### config.mk
export PLATFORM = sky130hd
export DESIGN_NAME = srp_bram_correlator
export DESIGN_NICKNAME = d
export VERILOG_FILES = /design/src/rtl/srp_corr_pkg.sv /design/src/rtl/srp_bram_correlator.sv
export SDC_FILE = /design/constraint.sdc
export NUM_CORES = 1
export LEC_CHECK = 0
export BUFFER_PORTS_ARGS = -buffer_cell sky130_fd_sc_hd__buf_2
export CAP_MARGIN = 20
export CORE_ASPECT_RATIO = 2
export CORE_MARGIN = 2
export CORE_UTILIZATION = 28
export DETAILED_ROUTE_END_ITERATION = 8
export PLACE_DENSITY = 0.55
export SKIP_CTS_REPAIR_TIMING = 1
export SLEW_MARGIN = 20
export SYNTH_ARGS = -nofsm -noshare
export SYNTH_HDL_FRONTEND = slang
export SYNTH_SLANG_ARGS = --single-unit
### constraint.sdc
create_clock -name clk -period 4.4 [get_ports clk]
set_clock_uncertainty 0.05 [all_clocks]
set_input_delay 0.22 -clock clk [delete_from_list [all_inputs] [get_ports clk]]
set_output_delay 0.22 -clock clk [all_outputs]
set_load 0.05 [all_outputs]
### src/rtl/srp_corr_pkg.sv
// Shared types, defaults and the Shapiro-Rudin chip rule for the BRAM correlator.
package srp_corr_pkg;

  localparam int SRP_ADDR_W    = 12;
  localparam int SRP_DATA_W    = 32;
  localparam int SRP_BUF_DEPTH = 2097;
  localparam int SRP_SEQ_LEN   = 64;
  localparam int SRP_NUM_LAGS  = 2048;
  localparam int SRP_ACC_W     = 40;

  typedef enum logic [2:0] {
    S_IDLE,
    S_RUN,
    S_DRAIN,
    S_CMP,
    S_DONE
  } srp_state_e;

  // Sign bit of chip idx: 1 means -1, 0 means +1 (odd popcount of idx & (idx>>1)).
  function automatic logic srp_chip(input logic [31:0] idx);
    return ^(idx & (idx >> 1));
  endfunction

endpackage

### src/rtl/srp_bram_correlator.sv
// Sliding Shapiro-Rudin correlation over a ring-buffered BRAM window; reports
// the earliest lag holding the maximum signed correlation.
module srp_bram_correlator
  import srp_corr_pkg::*;
#(
  parameter int ADDR_W    = SRP_ADDR_W,
  parameter int DATA_W    = SRP_DATA_W,
  parameter int BUF_DEPTH = SRP_BUF_DEPTH,
  parameter int SEQ_LEN   = SRP_SEQ_LEN,
  parameter int NUM_LAGS  = SRP_NUM_LAGS,
  parameter int ACC_W     = SRP_ACC_W
) (
  input  logic                    clk,
  input  logic                    rst,
  input  logic                    start,
  input  logic [ADDR_W-1:0]       base_addr,
  output logic                    bram_en,
  output logic                    bram_we,
  output logic [ADDR_W-1:0]       bram_addr,
  input  logic [DATA_W-1:0]       bram_dout,
  output logic                    busy,
  output logic                    done,
  output logic [ADDR_W-1:0]       peak_lag,
  output logic signed [ACC_W-1:0] peak_val
);

  localparam int LAG_W  = (NUM_LAGS > 1) ? $clog2(NUM_LAGS) : 1;
  localparam int CHIP_W = $clog2(SEQ_LEN);
  localparam logic [ADDR_W-1:0] LAST_ADDR = ADDR_W'(BUF_DEPTH - 1);

  function automatic logic [ADDR_W-1:0] wrap_inc(input logic [ADDR_W-1:0] a);
    return (a == LAST_ADDR) ? '0 : a + 1'b1;
  endfunction

  srp_state_e               state_q;
  logic [ADDR_W-1:0]        lag_ptr_q;
  logic [ADDR_W-1:0]        addr_q;
  logic [CHIP_W-1:0]        chip_q;
  logic [LAG_W-1:0]         lag_q;
  logic                     en_q;
  logic                     busy_q;
  logic                     done_q;
  logic                     pend_q;
  logic                     neg_q;
  logic signed [ACC_W-1:0]  acc_q;
  logic signed [ACC_W-1:0]  best_val_q;
  logic [LAG_W-1:0]         best_lag_q;
  logic [ADDR_W-1:0]        peak_lag_q;
  logic signed [ACC_W-1:0]  peak_val_q;

  logic signed [ACC_W-1:0]  samp;
  logic signed [ACC_W-1:0]  acc_d;
  logic signed [ACC_W-1:0]  best_val_d;
  logic [LAG_W-1:0]         best_lag_d;
  logic                     last_chip;
  logic                     last_lag;
  logic                     take_best;

  // NOTE: every signal written here gets a default first so no latch is inferred.
  always_comb begin
    samp       = $signed({{(ACC_W - DATA_W){1'b0}}, bram_dout});
    acc_d      = acc_q;
    if (pend_q) acc_d = neg_q ? (acc_q - samp) : (acc_q + samp);
    last_chip  = (chip_q == CHIP_W'(SEQ_LEN - 1));
    last_lag   = (lag_q == LAG_W'(NUM_LAGS - 1));
    // Strict compare keeps the earliest lag on ties; lag 0 always seeds the best.
    take_best  = (lag_q == '0) || (acc_q > best_val_q);
    best_val_d = take_best ? acc_q : best_val_q;
    best_lag_d = take_best ? lag_q : best_lag_q;
  end

  // NOTE: sequential state uses non-blocking assignments only, so every register
  // sees the pre-edge values of the others regardless of statement order.
  always_ff @(posedge clk) begin
    if (rst) begin
      state_q    <= S_IDLE;
      lag_ptr_q  <= '0;
      addr_q     <= '0;
      chip_q     <= '0;
      lag_q      <= '0;
      en_q       <= 1'b0;
      busy_q     <= 1'b0;
      done_q     <= 1'b0;
      pend_q     <= 1'b0;
      neg_q      <= 1'b0;
      acc_q      <= '0;
      best_val_q <= '0;
      best_lag_q <= '0;
      peak_lag_q <= '0;
      peak_val_q <= '0;
    end else begin
      // Data for the address issued this cycle arrives next cycle with this sign.
      pend_q <= en_q;
      neg_q  <= srp_chip(32'(chip_q));
      acc_q  <= acc_d;
      done_q <= 1'b0;
      case (state_q)
        S_IDLE: begin
          if (start) begin
            lag_ptr_q <= base_addr;
            addr_q    <= base_addr;
            chip_q    <= '0;
            lag_q     <= '0;
            en_q      <= 1'b1;
            busy_q    <= 1'b1;
            state_q   <= S_RUN;
          end
        end
        S_RUN: begin
          if (last_chip) begin
            en_q    <= 1'b0;
            state_q <= S_DRAIN;
          end else begin
            addr_q <= wrap_inc(addr_q);
            chip_q <= chip_q + 1'b1;
          end
        end
        S_DRAIN: state_q <= S_CMP;
        S_CMP: begin
          best_val_q <= best_val_d;
          best_lag_q <= best_lag_d;
          acc_q      <= '0;
          if (last_lag) begin
            done_q     <= 1'b1;
            peak_lag_q <= ADDR_W'(best_lag_d);
            peak_val_q <= best_val_d;
            state_q    <= S_DONE;
          end else begin
            lag_q     <= lag_q + 1'b1;
            lag_ptr_q <= wrap_inc(lag_ptr_q);
            addr_q    <= wrap_inc(lag_ptr_q);
            chip_q    <= '0;
            en_q      <= 1'b1;
            state_q   <= S_RUN;
          end
        end
        S_DONE: begin
          busy_q  <= 1'b0;
          state_q <= S_IDLE;
        end
        default: state_q <= S_IDLE;
      endcase
    end
  end

  assign bram_en   = en_q;
  assign bram_we   = 1'b0;
  assign bram_addr = addr_q;
  assign busy      = busy_q;
  assign done      = done_q;
  assign peak_lag  = peak_lag_q;
  assign peak_val  = peak_val_q;

endmodule
==> results of run 1 <==
-- layer usage --
metal,GRT usage [%],up-vias
met2,32.9,234
met1,16.4,5051
met4,6.70,2
met5,0,-
met3,3.33,58
li1,-,5323
-- placed cells by master (no fill, tap or decap), types with 47 or more instances in the layout --
cell | synthesis | final
buf_2 | 10 | 111
a21oi_1 | 91 | 91
xnor2_1 | 62 | 62
ha_1 | 87 | 87
a211oi_1 | 58 | 58
dfxtp_1 | 191 | 190
nand2_1 | 77 | 77
buf_4 | 7 | 47
mux2i_1 | 121 | 121
o21ai_0 | 50 | 50
nor2_1 | 222 | 221
inv_1 | 78 | 78
-- power by group through the flow --
stage | combinational (W) | clock (W) | sequential, W
floorplan | 0.000414 | 0 | 0.00188
global placement | 0.000645 | 0 | 0.00187
detailed placement | 0.000650 | 0 | 0.00187
CTS | 0.000654 | 0.00184 | 0.00183
global route | 0.000725 | 0.00190 | 0.00183
finish | 0.000653 | 0.00178 | 0.00182
-- state kept, by name, summed over array words and instances (netlist names), 11 cells and up --
register	count
acc_q	40
best_val_q	40
peak_val	40
bram_addr	12
lag_ptr_q	12
best_lag_q	11
lag_q	11
peak_lag	11
-- cell families (layout without fill, tap and decap cells) --
logic type / Yosys count / in the layout / share of synthesized area [%]
fa+ha+maj: 88 / 88 / 9.33
other cells: 1 / 5 / 0.0316
mux: 121 / 121 / 10.2
buf+inv: 156 / 278 / 5.42
xor+xnor: 94 / 94 / 6.93
flops: 191 / 191 / 32.2
simple gates: 475 / 475 / 18.5
compound gates: 320 / 320 / 17.4
-- layout make-up --
| class | instances | area (sq um) | share of cell area, % |
|---|---|---|---|
| Tap cell | 540 | 676 | 4.85 |
| Inverter | 78 | 293 | 2.10 |
| Multi-Input combinational cell | 1100 | 7430 | 53.4 |
| Clock inverter | 15 | 241 | 1.73 |
| Timing Repair Buffer | 168 | 1020 | 7.32 |
| Antenna cell | 3 | 7.51 | 0.0539 |
| Clock buffer | 17 | 425 | 3.06 |
| Sequential cell | 191 | 3820 | 27.5 |
-- Yosys cell counts (all sizes together), types with 3 or more instances --
library cell / count
a21o: 29
nor4: 7
nand2: 78
nand2b: 18
nor3: 40
nor2b: 11
o21ai: 55
or4: 5
or2: 6
or3: 8
xnor2: 62
dfxtp: 191
a31oi: 15
o22ai: 10
o31a: 4
nand3: 26
nor2: 222
a2111oi: 3
buf: 21
nand4: 28
o211ai: 6
o21bai: 6
a21boi: 4
inv: 78
o41ai: 3
ha: 87
xor2: 32
a21oi: 91
a211oi: 58
and3: 8
o31ai: 6
a221oi: 3
o21a: 6
mux2i: 121
a32oi: 3
clkbuf: 57
and2: 8
-- worst paths after layout --
kind / slack, ns / to / start / cells after the start
max: 0.39 / acc_q[36] / bram_dout[10] / 21
min: 0.04 / lag_ptr_q[6] / base_addr[6] / 3
max reg2reg: 0.39 / acc_q[33] / neg_q / 16
min reg2reg: 0.44 / best_lag_q[5] / best_lag_q[5] / 2
-- worst max-delay path: stages --
cell,delay (ns)
buf_2,0.10
or4_1,0.54
or3_1,0.35
nand2b_4,0.17
nor3_4,0.13
and3b_4,0.26
buf_4,0.14
nand2_4,0.07
o41ai_1,0.35
xor2_1,0.28
ha_1,0.29
a21oi_1,0.23
o21ai_0,0.13
a21oi_1,0.15
o21bai_1,0.08
a21oi_1,0.16
nor2_1,0.05
a211oi_1,0.26
xnor2_1,0.10
mux2i_1,0.14
nor2_1,0.05
-- per-stage QoR --
stage	TNS [ns]	power, W
after floorplan	0	0.00229
after global placement	-0.0293	0.00251
after detailed placement	-0.0183	0.00252
after CTS	0	0.00432
after global routing	0	0.00446
final	0	0.00426
==> flow_summary_export.csv, run 1 <==
group,metric,value,unit
global_route,grt_max_degree,65,
route,routed_wl,36.0,mm
sta,finalSetupViolCount,0,
clocking,cts.htree.levels,4,
finish,fill_cells,4475,
clocking,cts_root_buffer,"clkbuf_16",
synth,yosysTopAreaCellShare,32.2,%
finish,area_growth,17.2,%
placement,post-dp-hpwl,27.7,mm
synth,yosysWarningCount,0,
clocking,clk_pin_slew,0.08,ns
placement,postPlaceCellArea,13200,sq um
synth,yosys.area.top_type,"dfxtp_1",
route,drt-vias-per-instance,5.05,
synth,syn_avg_cell_area,8.22,sq um
pwr,seqPwrFrac,42.9,%
run_status,status,"finished, final reports clean",
synth,ys_async_sr_fraction,0,%
clocking,clk_latency,0.47,ns
sta,worstMarginPinSlew,0.911,ns
route,top_layer_used,"met5",
pwr,leakagePower,5.70,nW
finish,post-route-cell-area,13900,sq um
sta,min_period,4.01,ns
synth,synth_area_leaders,"dfxtp_1 32%, mux2i_1 10%, ha_1 9.2%",
clocking,cts.sinks,191,
pwr,power_switching,0.00125,W
route,wl_met1,13.1,mm
route,drt_iter0_drc,457,
floorplanning,coreArea,41800,sq um
critical_path,worstPathArrival,4.27,ns
placement,io_buffer_count,112,
finish,instances_no_fill,2112,
floorplanning,start_util,28.4,%
floorplanning,dieArea,44200,sq um
placement,placedCellCount,2068,
pwr,vdd_drop_max,276,uV
global_route,grt_pass1_wl,57.1,mm
route,drc,0,
placement,preCtsSetupSlack,-0.0183,ns
critical_path,crit_path_end_kind,"register",
synth,ys_seq_area_share,32.2,%
job,cap_viol_max_count,0,
pwr,p_per_area,306,nW/um^2
clocking,cts_buffer_depth,2,
clocking,numCtsBuffers,17,
route,ant_nets,0,
global_route,first_global_vias,10800,
critical_path,crit_type,"primary input to register",
floorplanning,die_w,150,um
synth,synth_ff_type,"dfxtp_1",
synth,synth-edff-count,0,
synth,netlist_area,11900,sq um
critical_path,critPathRequiredTime,4.66,ns
sta,rsz0062_at_grt,"false",
sta,final.period_utilization,91.1,%
finish,fin_util,33.3,%
route,wl_met3,1.48,mm
sta,maxSlewHeadroom,39.3,%
pwr,power.internal,0.00301,W
sta,setup_ws,0.392,ns
floorplanning,die-height,295,um
pwr,p_sw_share,29.3,%
synth,synthCells,1446,
critical_path,cp-start-kind,"primary input",
sta,whs,0.0352,ns
synth,synth_cell_types,69,
min_path,hp-class,"primary input to register",
clocking,cts_tree,"built",
critical_path,path_max_fanout,5,
route,wl_met2,20.1,mm
pwr,clkPwrFrac,41.8,%
floorplanning,io_pins,115,
global_route,grt_overflow,0,
route,drt-pass1-iter-count,5,
global_route,track_usage,16.6,%
sta,hold_viol,0,
finish,drive_gt1_share,13.4,%
route,vias,10700,
route,routedWlPerCell,17.0,um
finish,finalNetCount,1691,
global_route,antenna_found_initial,3,
synth,synth_seq_cells,191,
sta,max_freq,250,MHz
sta,final_max_slew_viol_count,0,
pwr,pwr-share-comb,15.3,%
placement,routabilityCongestion,0.919,
floorplanning,rows,106,
(Power assumes the default switching activity.)
==> run 2: changes to the inputs <==
--- a/config.mk
+++ b/config.mk
@@ -5,13 +5,13 @@
 export SDC_FILE = /design/constraint.sdc
 export NUM_CORES = 1
 export LEC_CHECK = 0
-export BUFFER_PORTS_ARGS = -buffer_cell sky130_fd_sc_hd__buf_2
 export CAP_MARGIN = 20
 export CORE_ASPECT_RATIO = 2
 export CORE_MARGIN = 2
 export CORE_UTILIZATION = 28
 export DETAILED_ROUTE_END_ITERATION = 8
-export PLACE_DENSITY = 0.55
+export DONT_BUFFER_PORTS = 1
+export PLACE_DENSITY = 0.45
 export SKIP_CTS_REPAIR_TIMING = 1
 export SLEW_MARGIN = 20
 export SYNTH_ARGS = -nofsm -noshare
==> constraint.sdc (replaced) <==
create_clock -name clk -period 3.25 [get_ports clk]
set_clock_uncertainty 0.05 [all_clocks]
set_input_delay 0.1625 -clock clk [delete_from_list [all_inputs] [get_ports clk]]
set_output_delay 0.1625 -clock clk [all_outputs]
set_load 0.05 [all_outputs]
==> run 2 against run 1 <==
Effect of this change: the flow now finishes with violations (hold timing, setup timing); first-iteration DRC count shrank 19%; core utilization grew 4.0 points; non-clock buffer count grew 96; flip-flop and latch count is the same; sequential share of layout area fell by 2.9 points; worst hold slack got worse by 0.082 ns; largest power group unchanged.
==> flow_summary_export.csv, run 2 (synthesis results as in run 1) <==
group,metric,value,unit
critical_path,path_depth,19,
global_route,first_global_vias,11100,
critical_path,reg2reg_depth,15,
critical_path,path_max_fanout,3,
floorplanning,die_w,150,um
clocking,numCtsBuffers,17,
sta,min_period,3.54,ns
placement,post-dp-hpwl,30.7,mm
finish,finalNetCount,1787,
sta,setup_tns,-3.04,ns
clocking,cts_buffer_depth,2,
route,routed_wl,40.6,mm
route,routedWlPerCell,18.4,um
sta,whs,-0.0472,ns
critical_path,worstPathArrival,3.85,ns
min_path,worstHoldStart,"base_addr[9]",
sta,finalSetupViolCount,16,
critical_path,path_cells,"or4_4, or3_4, nand2b_4, nor3_4, and3b_4, buf_4, nand2_4, o41ai_4, xor2_1, ha_1, a21oi_2, buf_4, o21bai_1, a21oi_2, o21ai_1, a311oi_2, xnor2_1, mux2i_1, nor2_1",
critical_path,crit_type,"primary input to register",
floorplanning,die-height,295,um
sta,maxSlewHeadroom,29.5,%
sta,max_freq,283,MHz
global_route,grt_max_degree,146,
placement,routabilityCongestion,0.877,
finish,drive_gt1_share,23.4,%
critical_path,cpLargestDelayFamily,"simple AND/OR/NAND/NOR gates",
critical_path,crit_path_end_kind,"register",
critical_path,slowest_delay,0.52,ns
global_route,grt_pass1_wl,60.5,mm
floorplanning,dieArea,44200,sq um
clocking,clk_latency,0.47,ns
finish,final_common_cell,"buf_4",
global_route,antenna_found_initial,0,
critical_path,cp-start-kind,"primary input",
finish,fill_cells,4379,
critical_path,rrSetupSlack,-0.10,ns
sta,worstMarginPinSlew,1.04,ns
finish,layout_common_cells,"223 x buf_4, 215 x nor2_1, 187 x dfxtp_1",
critical_path,worstReg2RegStart,"neg_q",
clocking,cts.sinks,191,
global_route,grt_overflow,0,
sta,hold_viol,3,
pwr,power.total,0.00582,W
clocking,clk_pin_slew,0.09,ns
finish,antenna_cells,0,
clocking,cts_tree,"built",
floorplanning,start_util,28.4,%
route,vias,11100,
run_status,status,"finished, violations left",
route,drt-pass1-iter-count,5,
route,drt_iter0_drc,372,
floorplanning,rows,106,
finish,area_growth,31.3,%
critical_path,slowest_stage,"or4_4",
clocking,cts_root_buffer,"clkbuf_16",
route,ant_nets,0,
critical_path,critPathRequiredTime,3.57,ns
min_path,hold_depth,2,
sta,final_max_slew_viol_count,0,
global_route,track_usage,18.0,%
sta,final.period_utilization,109,%
clocking,cts.htree.levels,4,
route,drt-vias-per-instance,5.02,
placement,io_buffer_count,0,
min_path,hp-class,"primary input to register",
job,cap_viol_max_count,0,
pwr,p_per_area,373,nW/um^2
pwr,leakagePower,6.37,nW
floorplanning,coreArea,41800,sq um
pwr,vdd_drop_max,343,uV
sta,rsz0062_at_grt,"true",
route,drc,0,
critical_path,cp.buffers_inverters,2,
floorplanning,io_pins,115,
run_status,violations,"hold timing, setup timing",
min_path,min_to,"bram_addr[9]",
critical_path,r2r-end,"acc_q[25]",
sta,setup_ws,-0.286,ns
## run 2: cell count changes in the layout (fill, tap and decap cells not counted), moves of 8 or more
cell / delta
a21oi_2: +19
o21ai_0: -22
buf_12: +8
buf_2: -111
buf_4: +176
nand2_1: -8
o21ai_2: +9
a21oi_1: -19
buf_6: +13
o21ai_1: +13
## run 2: worst max path at each step
stage	slack [ns]	start	endpoint
3_5_place_dp	-0.92	bram_dout[10]	acc_q[36]
3_3_place_gp	-0.95	bram_dout[10]	acc_q[20]
6_report	-0.29	bram_dout[10]	acc_q[38]
5_1_grt	-0.49	bram_dout[10]	acc_q[36]
2_1_floorplan	-0.58	bram_dout[10]	acc_q[26]
4_1_cts	-0.44	bram_dout[10]	acc_q[36]
## run 2: through the flow
stage	cells	area (sq um)	hold slack (ns)	setup WS, ns	util [%]
finish	2205	15600	-0.0472	-0.286	37.3
floorplan	1447	12000	0.249	-0.583	-
global route	2205	15600	0.00287	-0.491	37.3
CTS	2162	14700	-0.322	-0.439	35.2
detailed placement	2130	14100	0.197	-0.918	33.7
global placement	2130	14100	0.197	-0.947	33.7
## run 2: cell type report
type                       instances  area, sq um  area share [%]
clock buffer                      17          425            2.73
clock inverter                    15          179            1.15
inverter                          78          293            1.88
multi-input combinational       1100         7940            50.9
sequential                       191         3830            24.6
tap                              540          676            4.33
timing repair buffer             264         2250            14.5
## run 2: power by group
group          switching, W  total, W  leakage [nW]  internal (W)
logic              0.000623   0.00116          4.53      0.000533
registers         0.0000707   0.00246          1.55       0.00239
clock network       0.00116   0.00221         0.295       0.00105
## run 2: layer usage
metal,GRT usage [%],wire length (um)
met1,16.5,13800
met5,0,0
met3,3.98,1760
met2,35.7,23000
met4,9.48,2090
